==> src/rtl/deser400_tx_emulator.sv <==
// 4b/5b + NRZI test-pattern transmitter for the deser400 input path.
// Emits one 8-sample word per line bit, with the edge placed at a programmable 1/8-bit position.
module deser400_tx_emulator #(
  parameter logic [4:0] IDLE_SYM = 5'b11111
) (
  input  logic       clk,
  input  logic       res,
  input  logic       enable,
  input  logic [2:0] phase,
  input  logic [3:0] din,
  input  logic       din_valid,
  output logic       din_ready,
  output logic [7:0] samples,
  output logic       line,
  output logic       sym_start
);

  function automatic logic [4:0] enc_4b5b(input logic [3:0] nib);
    logic [4:0] sym;
    case (nib)
      4'h0: sym = 5'b11110;
      4'h1: sym = 5'b01001;
      4'h2: sym = 5'b10100;
      4'h3: sym = 5'b10101;
      4'h4: sym = 5'b01010;
      4'h5: sym = 5'b01011;
      4'h6: sym = 5'b01110;
      4'h7: sym = 5'b01111;
      4'h8: sym = 5'b10010;
      4'h9: sym = 5'b10011;
      4'hA: sym = 5'b10110;
      4'hB: sym = 5'b10111;
      4'hC: sym = 5'b11010;
      4'hD: sym = 5'b11011;
      4'hE: sym = 5'b11100;
      default: sym = 5'b11101;
    endcase
    return sym;
  endfunction

  // Samples before the phase index still show the old level; the rest show the new one.
  function automatic logic [7:0] place_edge(input logic lvl_old, input logic lvl_new,
                                            input logic [2:0] ph);
    logic [7:0] word;
    for (int i = 0; i < 8; i++) begin
      word[i] = (i < int'(ph)) ? lvl_old : lvl_new;
    end
    return word;
  endfunction

  logic [2:0] r_bit_cnt;
  logic [4:0] r_shift;
  logic [2:0] r_phase;
  logic       r_line;
  logic [7:0] r_samples;
  logic       r_sym_start;

  logic       w_boundary;
  logic       w_bit;
  logic       w_new_level;

  assign w_boundary  = enable & ~res & (r_bit_cnt == 3'd4);
  assign w_bit       = r_shift[4];
  assign w_new_level = r_line ^ w_bit;

  assign din_ready = w_boundary;
  assign samples   = r_samples;
  assign line      = r_line;
  assign sym_start = r_sym_start;

  // Bit stage: emit the current MSB, reload the shift register at the symbol boundary.
  always_ff @(posedge clk) begin
    if (res) begin
      r_bit_cnt   <= 3'd0;
      r_shift     <= IDLE_SYM;
      r_phase     <= 3'd0;
      r_line      <= 1'b0;
      r_samples   <= 8'h00;
      r_sym_start <= 1'b0;
    end else if (!enable) begin
      r_samples   <= {8{r_line}};
      r_sym_start <= 1'b0;
    end else begin
      r_samples   <= place_edge(r_line, w_new_level, r_phase);
      r_line      <= w_new_level;
      r_sym_start <= (r_bit_cnt == 3'd0);
      if (w_boundary) begin
        r_bit_cnt <= 3'd0;
        r_shift   <= din_valid ? enc_4b5b(din) : IDLE_SYM;
        r_phase   <= phase;
      end else begin
        r_bit_cnt <= r_bit_cnt + 3'd1;
        r_shift   <= {r_shift[3:0], 1'b0};
      end
    end
  end

endmodule

==> config.mk <==
export PLATFORM = sky130hd
export DESIGN_NAME = deser400_tx_emulator
export DESIGN_NICKNAME = d
export VERILOG_FILES = /design/src/rtl/deser400_tx_emulator.sv
export SDC_FILE = /design/constraint.sdc
export NUM_CORES = 1
export LEC_CHECK = 0
export ABC_CLOCK_PERIOD_IN_PS = 1960
export CAP_MARGIN = 25
export CORE_AREA = 8 8 55 57
export DETAILED_ROUTE_END_ITERATION = 12
export DIE_AREA = 0 0 63 65
export PLACE_DENSITY_LB_ADDON = 0.05
export SLEW_MARGIN = 40
export SYNTH_ARGS = -nofsm -noshare
export SYNTH_HDL_FRONTEND = slang
export SYNTH_SLANG_ARGS = --single-unit
==> constraint.sdc <==
create_clock -name clk -period 1.96 [get_ports clk]
set_input_delay 0.392 -clock clk [delete_from_list [all_inputs] [get_ports clk]]
set_output_delay 0.392 -clock clk [all_outputs]
set_load 0.05 [all_outputs]
==> out/qor.txt <==
hold path start: r_shift[3]$_SDFFE_PP1P_
final hold vios: 0
layout cells sized above 1: 0.121
core area: 2150 µm²
Post-Syn Nets: 113
Routability Congestion: 0.731
I/O Pins: 22
Worst Setup Start Kind: flop
number of buffers created by CTS: 3
fillcell total: 207
HPWL after detailed placement: 1310 µm
fin nets: 138
PortBufs: 21
Max Clk Rate: 541 MHz
worst skew pair latency: 0.29 ns
R2R Path Start: r_bit_cnt[0]$_SDFFE_PP0P_
clk buf depth: 2
post-route non-filler standard cell count: 152
CTS tree: yes
via count: 743
first-pass GRT wire length: 2900 µm
area delta synth->final: 30.0%
CTS sink count: 21
Max-cap violations: 0
static leakage: 0.474 nW
synth unique cells: 31
Antenna Cells: 0
All-Layer GR Usage: 0.0847
# Post-CTS Setup Buffers: 0
Worst-path clk slew: 0.11 ns
Final setup viols: 0
final wirelength: 1710 µm
Chip Width: 63 µm
final worst path period need: 1.85 ns
r2r setup slk: 0.47 ns
Yosys warning total: 0
root buffer cell: clkbuf_4
largest net degree at the start of global routing: 21
worst setup margin: 0.110 ns
DR WL/cell: 11.3 µm
vias in the first global route: 691
worst r2r dst: r_shift[1]$_SDFFE_PP1P_
outcome: complete, no violations
Die Area: 4100 µm²
hold path depth: 2
TNS Setup: 0 ns
Detailed Route Iter0 Violations: 7
Req. time, crit path: 1.57 ns
Starting Density: 0.426
Slew headroom: 0.668
CP Max Fanout: 10
final core occ: 0.553
Via density: 4.89
sequential area share after synthesis: 0.460
final period utilization: 0.944
htree depth: 1
final hold slack: 0.500 ns
total grt overflow: 0
clk_skew: 0.00186 ns
Worst Reg-to-Reg Cells: 6
CP arrival: 1.46 ns
power per cell area: 793 nW/µm²
Hold Path Sink: r_shift[3]$_SDFFE_PP1P_
critical path class: reg2out
syn_area_per_cell: 9.15 µm²
Final Power: 0.942 mW
Max Slew Vio Count: 0
#FFs+latches synth: 21
Worst Hold Class: reg2reg
Routed Antenna Nets: 0
Mapped Area: 915 µm²
Peak VDD IR: 0.000404 V
first drt pass iteration count: 3
Syn Inst Count: 100
Chip Height: 65 µm
DRC violations left: 0
Placed Area: 1160 µm²
hold_buf cts: 0
critical path capture point type: output pin
initial antenna violation count: 0
Worst-Margin Slew: 0.496 ns
fin area: 1190 µm²
dpl ws: 0.0283 ns
# resized after CTS: 1
FP Rows: 17
RSZ-0062 raised after global routing: false
# placed instances: 148
layout by cell type, fill, tap and decap left out, types with 3 or more instances in the layout:
cell / count
clkdlybuf4s50_1: 19
o21ai_1: 10
nor2_1: 11
buf_4: 6
inv_1: 4
clkbuf_4: 3
dfxtp_1: 21
xor2_1: 3
xnor2_1: 6
a21oi_1: 6
nand2_1: 5
nand2b_1: 3
worst max-delay path, stage by stage (launching register included):
cell and delay, ns:
dfxtp_1 0.40, inv_1 0.06, ha_1 0.22, and4b_2 0.30, buf_12 0.18
how the worst max path moves through the flow:
| stage | slack, ns | start | depth (start not counted) | end |
|---|---|---|---|---|
| 2_1_floorplan | 0.52 | r_bit_cnt[0]$_SDFFE_PP0P_ | 5 | din_ready |
| 3_3_place_gp | 0.03 | enable | 3 | din_ready |
| 3_5_place_dp | 0.03 | enable | 3 | din_ready |
| 4_1_cts | 0.09 | r_bit_cnt[0]$_SDFFE_PP0P_ | 4 | din_ready |
| 5_1_grt | 0.03 | r_bit_cnt[0]$_SDFFE_PP0P_ | 4 | din_ready |
| 6_report | 0.11 | r_bit_cnt[0]$_SDFFE_PP0P_ | 4 | din_ready |
cell usage after synthesis, drive strengths merged:
cell	instances	area share
o2111ai	1	0.0096
o31ai	1	0.0082
a21oi	6	0.033
a31oi	2	0.014
mux2i	1	0.011
nor4b	1	0.0096
nor2	11	0.045
a221o	1	0.011
buf	5	0.044
inv	5	0.021
nand3b	2	0.016
clkbuf	1	0.0041
o21ai	13	0.075
nand2	6	0.027
a211o	1	0.0096
and4b	2	0.022
nand3	2	0.011
and4bb	1	0.014
xor2	3	0.029
xnor2	6	0.057
nor3	3	0.022
ha	2	0.027
nand2b	3	0.021
dfxtp	21	0.46
power breakdown:
part           total [mW]  internal [mW]  switching (mW)
sequential          0.477          0.462          0.0150
clock               0.205         0.0790           0.126
combinational       0.260          0.106           0.154
total               0.942          0.648           0.295
flip-flops by register name, indices dropped and copies added (netlist names):
| register | flops |
|---|---|
| line | 1 |
| r_bit_cnt | 3 |
| r_phase | 3 |
| r_shift | 5 |
| samples | 8 |
| sym_start | 1 |
final cells by class:
class / count / area (µm²) / area share
flip-flops and latches: 21 / 420 / 0.354
well taps: 28 / 35.0 / 0.0295
inverters: 5 / 18.8 / 0.0158
clock buffers: 4 / 26.3 / 0.0221
multi-input cells: 68 / 433 / 0.364
repair buffers: 26 / 255 / 0.215
layer usage:
metal,vias up,part of all wire,track usage,wire length (µm)
li1,390,-,-,-
met1,337,0.48,0.0877,828
met2,14,0.45,0.143,772
met3,2,0.057,0.0344,97
met4,0,0.0082,0.0484,14
met5,-,0,0,0
kinds of logic after synthesis:
logic type,after synthesis,share of synthesized area
XOR/XNOR,9,0.0862
buffers and inverters,11,0.0684
multiplexers,1,0.0109
flip-flops,21,0.460
adder cells (fa/ha/maj),2,0.0274
AND/OR/NAND/NOR,31,0.187
AO/OA/AOI/OAI,25,0.160
(Power assumes the default switching activity.)
